## src/rtl/mem_port_arbiter.sv

```systemverilog
// mem_port_arbiter
//   Shares one single-ported, variable-latency memory between the instruction
//   fetch requester and the data (MEM stage) requester. Only one transaction is
//   in flight at a time. Data has priority, and a starvation counter bounds how
//   many consecutive data grants can pass a waiting fetch.
//
// Ports
//   clk_i, rst_i             clock, synchronous active-high reset
//   if_req_i, if_addr_i      fetch request (level) and address
//   if_rdata_o, if_ack_o     fetch read data (held) and one-cycle completion pulse
//   if_stall_o               fetch stall to the pipeline
//   d_req_i, d_we_i          data request (level) and write enable
//   d_addr_i, d_wdata_i      data address and write data
//   d_rdata_o, d_ack_o       data read data (held) and one-cycle completion pulse
//   d_stall_o                data stall to the pipeline
//   mem_req_o, mem_we_o      memory request (held until ready) and write enable
//   mem_addr_o, mem_wdata_o  registered memory address and write data
//   mem_ready_i, mem_rdata_i memory completion and read data
module mem_port_arbiter #(
  parameter int unsigned AW         = 32,
  parameter int unsigned DW         = 32,
  parameter int unsigned STARVE_MAX = 4
) (
  input  logic          clk_i,
  input  logic          rst_i,
  input  logic          if_req_i,
  input  logic [AW-1:0] if_addr_i,
  output logic [DW-1:0] if_rdata_o,
  output logic          if_ack_o,
  output logic          if_stall_o,
  input  logic          d_req_i,
  input  logic          d_we_i,
  input  logic [AW-1:0] d_addr_i,
  input  logic [DW-1:0] d_wdata_i,
  output logic [DW-1:0] d_rdata_o,
  output logic          d_ack_o,
  output logic          d_stall_o,
  output logic          mem_req_o,
  output logic          mem_we_o,
  output logic [AW-1:0] mem_addr_o,
  output logic [DW-1:0] mem_wdata_o,
  input  logic          mem_ready_i,
  input  logic [DW-1:0] mem_rdata_i
);

  localparam int unsigned   CW      = (STARVE_MAX > 0) ? $clog2(STARVE_MAX + 1) : 1;
  localparam logic [CW-1:0] CNT_MAX = CW'(STARVE_MAX);

  typedef enum logic [1:0] {
    S_IDLE,
    S_WAIT,
    S_RESP
  } state_e;

  state_e        state_q, state_d;
  logic          own_d_q, own_d_d;      // 1 = data requester owns the transaction
  logic          mem_req_q, mem_req_d;
  logic          mem_we_q, mem_we_d;
  logic [AW-1:0] mem_addr_q, mem_addr_d;
  logic [DW-1:0] mem_wdata_q, mem_wdata_d;
  logic [DW-1:0] if_rdata_q, if_rdata_d;
  logic [DW-1:0] d_rdata_q, d_rdata_d;
  logic          if_ack_q, if_ack_d;
  logic          d_ack_q, d_ack_d;
  logic [CW-1:0] cnt_q, cnt_d;
  logic          grant_d;

  // Data wins unless a fetch is waiting and the data side has already used up
  // its allowance of consecutive grants.
  always_comb begin
    grant_d = d_req_i && !(if_req_i && (STARVE_MAX != 0) && (cnt_q == CNT_MAX));
  end

  always_comb begin
    state_d     = state_q;
    own_d_d     = own_d_q;
    mem_req_d   = mem_req_q;
    mem_we_d    = mem_we_q;
    mem_addr_d  = mem_addr_q;
    mem_wdata_d = mem_wdata_q;
    if_rdata_d  = if_rdata_q;
    d_rdata_d   = d_rdata_q;
    if_ack_d    = 1'b0;
    d_ack_d     = 1'b0;
    cnt_d       = cnt_q;

    case (state_q)
      S_IDLE: begin
        if (d_req_i || if_req_i) begin
          state_d   = S_WAIT;
          mem_req_d = 1'b1;
          own_d_d   = grant_d;
          if (grant_d) begin
            mem_we_d    = d_we_i;
            mem_addr_d  = d_addr_i;
            mem_wdata_d = d_wdata_i;
            if (!if_req_i) begin
              cnt_d = '0;
            end else if (cnt_q != CNT_MAX) begin
              cnt_d = cnt_q + CW'(1);
            end
          end else begin
            mem_we_d    = 1'b0;
            mem_addr_d  = if_addr_i;
            mem_wdata_d = '0;
            cnt_d       = '0;
          end
        end
      end
      S_WAIT: begin
        if (mem_ready_i) begin
          state_d   = S_RESP;
          mem_req_d = 1'b0;
          if (own_d_q) begin
            d_ack_d = 1'b1;
            if (!mem_we_q) begin
              d_rdata_d = mem_rdata_i;
            end
          end else begin
            if_ack_d   = 1'b1;
            if_rdata_d = mem_rdata_i;
          end
        end
      end
      S_RESP: begin
        state_d = S_IDLE;
      end
      default: begin
        state_d = S_IDLE;
      end
    endcase
  end

  always_ff @(posedge clk_i) begin
    if (rst_i) begin
      state_q     <= S_IDLE;
      own_d_q     <= 1'b0;
      mem_req_q   <= 1'b0;
      mem_we_q    <= 1'b0;
      mem_addr_q  <= '0;
      mem_wdata_q <= '0;
      if_rdata_q  <= '0;
      d_rdata_q   <= '0;
      if_ack_q    <= 1'b0;
      d_ack_q     <= 1'b0;
      cnt_q       <= '0;
    end else begin
      state_q     <= state_d;
      own_d_q     <= own_d_d;
      mem_req_q   <= mem_req_d;
      mem_we_q    <= mem_we_d;
      mem_addr_q  <= mem_addr_d;
      mem_wdata_q <= mem_wdata_d;
      if_rdata_q  <= if_rdata_d;
      d_rdata_q   <= d_rdata_d;
      if_ack_q    <= if_ack_d;
      d_ack_q     <= d_ack_d;
      cnt_q       <= cnt_d;
    end
  end

  assign if_rdata_o  = if_rdata_q;
  assign if_ack_o    = if_ack_q;
  assign if_stall_o  = if_req_i & ~if_ack_q;
  assign d_rdata_o   = d_rdata_q;
  assign d_ack_o     = d_ack_q;
  assign d_stall_o   = d_req_i & ~d_ack_q;
  assign mem_req_o   = mem_req_q;
  assign mem_we_o    = mem_we_q;
  assign mem_addr_o  = mem_addr_q;
  assign mem_wdata_o = mem_wdata_q;

endmodule
```

## config.mk

```make
export PLATFORM = sky130hd
export DESIGN_NAME = mem_port_arbiter
export DESIGN_NICKNAME = d
export VERILOG_FILES = /design/src/rtl/mem_port_arbiter.sv
export SDC_FILE = /design/constraint.sdc
export NUM_CORES = 1
export LEC_CHECK = 0
export CORE_MARGIN = 8
export CORE_UTILIZATION = 42
export DETAILED_ROUTE_END_ITERATION = 7
export GPL_TIMING_DRIVEN = 0
export PLACE_DENSITY = 0.89
export SKIP_CTS_REPAIR_TIMING = 1
export SYNTH_ARGS = -nofsm -noshare
export SYNTH_HDL_FRONTEND = slang
export SYNTH_SLANG_ARGS = --single-unit
```

## constraint.sdc

```tcl
create_clock -name clk_i -period 1.55 [get_ports clk_i]
set_input_delay 0.465 -clock clk_i [delete_from_list [all_inputs] [get_ports clk_i]]
set_output_delay 0.465 -clock clk_i [all_outputs]
set_load 0.005 [all_outputs]
```

==> flow_metrics.env, run 1 <==
export IMPL_status="finished, violations left"
export IMPL_violations="negative setup slack"
export IMPL_rsz0062_at_grt="yes"
export IMPL_synth_area_per_cell_um2=8.56
export IMPL_synth_most_common_cell="dfxtp_1"
export IMPL_final_period_utilization=1.03
export IMPL_regArea_um2=2770
export IMPL_route_detailed_drc=0
export IMPL_grt_pass1_vias=6544
export IMPL_hold_viol_final=0
export IMPL_portBuffers=265
export IMPL_synth_async_reset_ratio=0
export IMPL_path_max_fanout=10
export IMPL_netlist_area_um2=5820
export IMPL_core_area_um2=13700
export IMPL_power_leakage_nw=5.52
export IMPL_synth_top_area_frac=0.474
export IMPL_wl_per_cell_um=19.9
export IMPL_io_pins=268
export IMPL_die_w_um=134
export IMPL_drt_iter0_markers=473
export IMPL_yosys_register_bits=138
export IMPL_powerDensity_nw_per_um2=1010
export IMPL_synth_top_area_cell="dfxtp_1"
export IMPL_dieArea_um2=17900
export IMPL_post_place_ws_ns=-0.723
export IMPL_gp_congestion=0.849
export IMPL_multiInputGateArea_um2=2670
export IMPL_cts_buffer_depth=2
export IMPL_insertedDiodeCount=0
export IMPL_hp_class="reg -> reg"
export IMPL_die_y_um=134
export IMPL_ys_types=33
export IMPL_grt_pass1_wl_um=34500
export IMPL_synth_edf_count=0
export IMPL_wl_um=23100
export IMPL_routed_via_density=5.65
export IMPL_fill_cells=991
export IMPL_clock_latency_ns=0.43
export IMPL_htree_levels=4
export IMPL_arrival_ns=1.88
export IMPL_clk_pin_slew_ns=0.06
export IMPL_synth_nets=816
export IMPL_synth_seq_area_share=0.474
export IMPL_synth_ff_type="dfxtp_1"
export IMPL_syn_inst=680
export IMPL_drt_pass1_iter_count=5
export IMPL_fin_util=0.713
export IMPL_synth_cells_most_frequent="dfxtp_1 (138), a21oi_1 (135), nand2_1 (67)"
export IMPL_vias=6556
export IMPL_cp_end_kind="flip-flop"
export IMPL_max_freq_mhz=627
export IMPL_clock_sinks=138
export IMPL_synth_area_leaders="dfxtp_1 (47%), a21oi_1 (12%), a311oi_2 (7.7%)"
export IMPL_cts_tree="done"
export IMPL_clock_skew_ns=0.00860
export IMPL_maxSlewViolCount=0
export IMPL_setup_ws_ns=-0.0449
export IMPL_grt_antenna_before_repair=0
export IMPL_grt_max_degree=17
export IMPL_maxCapViolCount=0
export IMPL_rows=43
export IMPL_required_ns=1.84
export IMPL_hpwl_um=16500
export IMPL_critical_path_class="in -> reg"
export IMPL_slew_headroom=0.492
export IMPL_start_util=0.424
export IMPL_drive_above_1_share=0.139
export IMPL_tightest_slew_ns=0.762
export IMPL_num_nets_final=1103
export IMPL_min_period_ns=1.59
export IMPL_grt_overflow_total=0
export IMPL_areaGrowthSynthToFinish_pct=68.1
export IMPL_cts_made_buffers=17
export IMPL_finalSetupViolCount=1
export IMPL_yosysWarnings=0
export IMPL_ant_nets=0
export IMPL_irDropWorstVdd_mv=0.681
export IMPL_grt_usage=0.241
export IMPL_worstSetupStartpointType="primary input"
export IMPL_root_buffer="clkbuf_16"
==> placed cells by master, fill, tap and decap left out, types with 3 or more instances in the layout <==
cell type / count
a21oi_1: 135
a311oi_2: 30
buf_2: 24
buf_4: 13
buf_6: 8
buf_8: 3
clkbuf_1: 26
clkbuf_16: 18
clkbuf_2: 5
clkdlybuf4s50_1: 130
dfxtp_1: 130
dfxtp_2: 8
dlymetal6s2s_1: 133
inv_6: 6
inv_8: 3
nand2_1: 67
nand3_1: 65
nand4_1: 35
nor2_4: 3
o21ai_0: 35
o21ai_1: 65
==> metrics by stage <==
step	cell area [µm²]	cells	hold WS [ns]	power (mW)	TNS, ns
2_1_floorplan	5820	680	0.453	4.71	0
3_3_place_gp	8700	1125	0.442	5.69	-54.91
3_5_place_dp	8700	1125	0.446	5.73	-57.96
4_1_cts	9310	1157	0.454	9.88	-33.02
5_1_grt	9790	1160	0.477	10.2	-0.345
6_report	9790	1160	0.451	9.87	-0.0449
==> critical path: stages <==
cell and delay [ns]:
clkdlybuf4s50_1 0.54, nand3b_1 0.26, buf_2 0.28, o21ai_1 0.22, a21oi_1 0.12
==> worst paths after layout <==
path | startpoint | slack [ns] | depth (start not counted) | end
worst max-delay path | mem_ready_i | -0.04 | 5 | d_rdata_o[22]
worst min-delay path | if_rdata_o[4] | 0.45 | 2 | if_rdata_o[4]
worst max register to register | cnt_q[1] | 0.04 | 6 | mem_addr_o[9]
worst min register to register | if_rdata_o[4] | 0.45 | 2 | if_rdata_o[4]
==> registers in the layout (all words and copies together), names as in the netlist, 2 cells and up <==
name and count:
d_rdata_o 32, if_rdata_o 32, mem_addr_o 32, mem_wdata_o 32
cnt_q 3, state_q 2
==> layout make-up <==
cell class,instances,share of cell area
Timing Repair Buffer,268,0.309
Sequential cell,138,0.283
Multi-Input combinational cell,459,0.272
Buffer,80,0.0491
Clock buffer,17,0.0435
Tap cell,180,0.0230
Clock inverter,15,0.0183
Inverter,3,0.00115
==> per-layer routing <==
layer  global-route usage  routed length [µm]  vias to the layer above  part of all wire
met5                    0                   0                        -                 0
met4                0.141                1050                        0             0.046
met3               0.0802                2110                       71             0.091
met2                0.397               11100                      332              0.48
met1                0.268                8820                     3094              0.38
li1                     -                   -                     3059                 -
==> power by group <==
group          switching [mW]  internal, mW
clock network            1.75          2.44
logic                   0.869         0.942
registers               0.114          3.76
==> cell families (layout without fill, tap and decap cells) <==
family,Yosys count,in the layout,synth area share
AND/OR/NAND/NOR,189,189,0.165
buffers and inverters,83,383,0.0722
adder cells (fa/ha/maj),2,2,0.00430
AO/OA/AOI/OAI,268,268,0.284
flip-flops,138,138,0.474
(Power assumes the default switching activity.)
==> run 2: changes to the inputs <==
CORE_MARGIN = 2   (was 8)
==> flow_metrics.env, run 2 (synthesis results as in run 1) <==
export IMPL_status="complete, no violations"
export IMPL_portBuffers=265
export IMPL_worstRegToRegCells=7
export IMPL_min_delay_path_depth=2
export IMPL_worstReg2RegStart="cnt_q[0]"
export IMPL_wl_um=21900
export IMPL_clock_skew_ns=0.0164
export IMPL_rows=43
export IMPL_grt_pass1_wl_um=32200
export IMPL_irDropWorstVdd_mv=0.709
export IMPL_vias=6558
export IMPL_min_period_ns=1.52
export IMPL_path_cells="nor2b_2 -> dlymetal6s2s_1"
export IMPL_grt_antenna_before_repair=0
export IMPL_htree_levels=4
export IMPL_place_area_um2=8700
export IMPL_critPathTopFamily="flip-flops"
export IMPL_clock_sinks=138
export IMPL_path_buf_inv=1
export IMPL_critical_path_class="reg -> out"
export IMPL_wl_per_cell_um=18.8
export IMPL_final_period_utilization=0.981
export IMPL_route_detailed_drc=0
export IMPL_cts_tree="done"
export IMPL_fill_cells=989
export IMPL_drt_iter0_markers=496
export IMPL_grt_pass1_vias=6195
export IMPL_min_from="if_rdata_o[0]"
export IMPL_design_area_um2=9810
export IMPL_io_pins=268
export IMPL_hold_viol_final=0
export IMPL_drive_above_1_share=0.149
export IMPL_cp_end_kind="output pin"
export IMPL_routed_via_density=5.64
export IMPL_core_area_um2=13700
export IMPL_power_leakage_nw=5.52
export IMPL_insertedDiodeCount=0
export IMPL_tightest_slew_ns=0.779
export IMPL_final_common_cell="a21oi_1"
export IMPL_dieArea_um2=14800
export IMPL_areaGrowthSynthToFinish_pct=68.5
export IMPL_drt_pass1_iter_count=5
export IMPL_setup_ws_ns=0.0301
export IMPL_path_max_fanout=2
export IMPL_start_util=0.424
export IMPL_gp_congestion=0.848
export IMPL_crit_start="if_ack_o"
export IMPL_grt_max_degree=17
export IMPL_slowest_delay_ns=0.34
export IMPL_hp_class="reg -> reg"
export IMPL_grt_usage=0.277
export IMPL_cts_made_buffers=17
export IMPL_num_nets_final=1105
export IMPL_required_ns=1.08
export IMPL_ant_nets=0
export IMPL_maxSlewViolCount=0
export IMPL_max_freq_mhz=658
export IMPL_die_y_um=122
export IMPL_hpwl_um=15100
export IMPL_cp_num_cells=2
export IMPL_clk_pin_slew_ns=0.06
export IMPL_arrival_ns=1.05
export IMPL_crit_path_top_delay_cell="dfxtp_2"
export IMPL_layout_common_cells="a21oi_1 (135), dlymetal6s2s_1 (133), clkdlybuf4s50_1 (130)"
export IMPL_post_place_ws_ns=-0.813
export IMPL_maxCapViolCount=0
export IMPL_worstSetupStartpointType="flip-flop"
export IMPL_powerDensity_nw_per_um2=1020
export IMPL_die_w_um=122
export IMPL_finalSetupViolCount=0
export IMPL_root_buffer="clkbuf_16"
export IMPL_slew_headroom=0.481
export IMPL_grt_overflow_total=0
export IMPL_clock_latency_ns=0.43
export IMPL_cts_buffer_depth=2
## run 2: worst min-delay path, stage by stage, from the launching register on
cell and delay, ns:
dfxtp_1 0.30, nand2_1 0.05, a21oi_1 0.05
## run 2: path summary, 6_finish.rpt
path / to / slack (ns)
setup / recovery: if_stall_o / 0.03
hold reg to reg: if_rdata_o[0] / 0.45
setup reg to reg: mem_wdata_o[25] / 0.05
hold / removal: if_rdata_o[0] / 0.45
## run 2: where the power goes
part / total (mW) / leakage (nW) / internal, mW / switching [mW]
sequential: 3.88 / 1.14 / 3.76 / 0.117
clock: 4.32 / 0.295 / 2.71 / 1.61
combinational: 1.79 / 4.09 / 0.925 / 0.863
## run 2: per-stage QoR
stage	power (mW)	setup TNS, ns	utilization	instances	hold slack, ns
2_1_floorplan	4.71	0	-	680	0.453
3_3_place_gp	5.67	-54.18	0.634	1125	0.441
3_5_place_dp	5.72	-57.51	0.634	1125	0.447
4_1_cts	10.0	-32.58	0.680	1157	0.455
5_1_grt	10.3	-0.0740	0.715	1162	0.466
6_report	9.99	0	0.715	1162	0.450
## run 2: cell type report
cell class	count	area, µm²	share of cell area
Timing Repair Buffer	270	3010	0.307
Sequential cell	138	2790	0.284
Multi-Input combinational cell	459	2670	0.272
Buffer	80	480	0.0490
Clock buffer	19	433	0.0441
Tap cell	180	225	0.0230
Clock inverter	13	191	0.0195
Inverter	3	11.3	0.00115
## run 2: metal layers
metal  part of all wire  vias to the layer above  routed length, µm  global-route usage
met3              0.068                       63               1500              0.0684
met5                  0                        -                  0                   0
li1                   -                     3064                  -                   -
met1               0.40                     3121               8640               0.334
met4              0.037                        0                799               0.137
met2               0.50                      310              10900               0.461
==> run 3: changes to the inputs <==
CORE_MARGIN = 3   (was 2)
==> flow_metrics.env, run 3 (synthesis results as in run 1) <==
export IMPL_cp_end_kind="output pin"
export IMPL_irDropWorstVdd_mv=0.700
export IMPL_drt_pass1_iter_count=5
export IMPL_status="complete, no violations"
export IMPL_grt_pass1_wl_um=32000
export IMPL_clock_sinks=138
export IMPL_grt_pass1_vias=6363
export IMPL_power_leakage_nw=5.51
export IMPL_grtUsageMet3=0.0790
export IMPL_required_ns=1.08
export IMPL_num_nets_final=1103
export IMPL_die_y_um=124
export IMPL_power_internal_mw=7.26
export IMPL_setup_ws_ns=0.0244
export IMPL_finalSetupViolCount=0
export IMPL_clkPwrFrac=0.424
export IMPL_grt_max_degree=17
export IMPL_grt_overflow_total=0
export IMPL_gp_congestion=0.878
export IMPL_grt_antenna_before_repair=0
export IMPL_cts_buffer_depth=2
export IMPL_post_place_ws_ns=-0.759
export IMPL_ant_nets=0
export IMPL_route_detailed_drc=0
export IMPL_fin_util=0.729
export IMPL_routed_via_density=5.69
export IMPL_p_sw_frac=0.257
export IMPL_path_max_fanout=2
export IMPL_areaGrowthSynthToFinish_pct=67.8
export IMPL_rows=42
export IMPL_fill_cells=921
export IMPL_wl_per_cell_um=18.6
export IMPL_max_freq_mhz=655
export IMPL_portBuffers=265
export IMPL_globalRouteMet2Util=0.440
export IMPL_drive_above_1_share=0.133
export IMPL_grt_usage=0.265
export IMPL_htree_levels=4
export IMPL_p_seq_frac=0.396
export IMPL_maxCapViolCount=0
export IMPL_design_area_um2=9770
export IMPL_hold_viol_final=0
export IMPL_layout_common_cells="a21oi_1 (135), dlymetal6s2s_1 (135), dfxtp_1 (131)"
export IMPL_clk_pin_slew_ns=0.06
export IMPL_clock_latency_ns=0.41
export IMPL_busiest_layer="met2"
export IMPL_critical_path_class="reg -> out"
export IMPL_insertedDiodeCount=0
export IMPL_hp_class="in -> reg"
export IMPL_die_w_um=124
export IMPL_wl_um=21600
export IMPL_path_cells="nor2b_1 -> dlymetal6s2s_1"
export IMPL_path_buf_inv=1
export IMPL_arrival_ns=1.06
export IMPL_min_period_ns=1.53
export IMPL_hpwl_um=15200
export IMPL_final_period_utilization=0.984
export IMPL_vias=6574
export IMPL_tightest_slew_ns=0.780
export IMPL_drt_iter0_markers=468
export IMPL_cts_tree="done"
export IMPL_start_util=0.435
export IMPL_place_area_um2=8700
export IMPL_maxSlewViolCount=0
export IMPL_root_buffer="clkbuf_16"
export IMPL_io_pins=268
export IMPL_p_comb_frac=0.180
export IMPL_worstSetupStartpointType="flip-flop"
export IMPL_slowest_delay_ns=0.34
export IMPL_use_met1=0.316
export IMPL_core_area_um2=13400
export IMPL_power_switching_mw=2.51
export IMPL_dieArea_um2=15300
export IMPL_critPathTopFamily="flip-flops"
export IMPL_cts_made_buffers=17
export IMPL_powerDensity_nw_per_um2=1000
export IMPL_crit_path_top_delay_cell="dfxtp_2"
export IMPL_slew_headroom=0.480
export IMPL_clock_skew_ns=0.00881
## run 3: per-stage QoR
stage	std cells	TNS, ns	total power, mW	hold WS (ns)
2_1_floorplan	680	0	4.71	0.453
3_3_place_gp	1121	-54.79	5.68	0.441
3_5_place_dp	1121	-55.58	5.71	0.446
4_1_cts	1153	-30.47	9.85	0.454
5_1_grt	1156	-0.308	10.2	0.465
6_report	1156	0	9.78	0.440
## run 3: final cells by class
type                            instances  area, µm²  area share
Clock inverter                         12        164      0.0168
Buffer                                 80        479      0.0490
Clock buffer                           20        447      0.0457
Multi-Input combinational cell        459       2670       0.273
Sequential cell                       138       2770       0.284
Tap cell                              176        220      0.0225
Timing Repair Buffer                  268       3010       0.308
Inverter                                3       11.3     0.00115
## run 3: worst register-to-register path: cells and delay by family, from the launching register on
| family | cells | cell delay (ns) |
|---|---|---|
| buffers and inverters | 2 | 0.40 |
| AO/OA/AOI/OAI | 2 | 0.25 |
| flip-flops | 1 | 0.45 |
| AND/OR/NAND/NOR | 1 | 0.27 |
## run 3: final timing paths
kind / from / end / slack (ns) / cells after the start
max: if_ack_o / if_stall_o / 0.02 / 2
min: mem_ready_i / state_q[0] / 0.44 / 3
max reg2reg: state_q[0] / d_rdata_o[27] / 0.05 / 5
min reg2reg: if_rdata_o[8] / if_rdata_o[8] / 0.45 / 2
## run 3: per-layer routing
metal	vias up	wire [µm]	share of wire
li1	3053	-	-
met1	3121	8150	0.38
met2	325	10700	0.50
met3	75	1880	0.087
met4	0	798	0.037
met5	-	0	0
## run 3: power by group through the flow
| stage | clock network [mW] | logic [mW] | registers (mW) |
|---|---|---|---|
| 3_3_place_gp | 0 | 1.74 | 3.94 |
| 2_1_floorplan | 0 | 0.761 | 3.95 |
| 6_report | 4.15 | 1.76 | 3.87 |
| 5_1_grt | 4.37 | 1.89 | 3.89 |
| 3_5_place_dp | 0 | 1.76 | 3.95 |
| 4_1_cts | 4.21 | 1.77 | 3.87 |
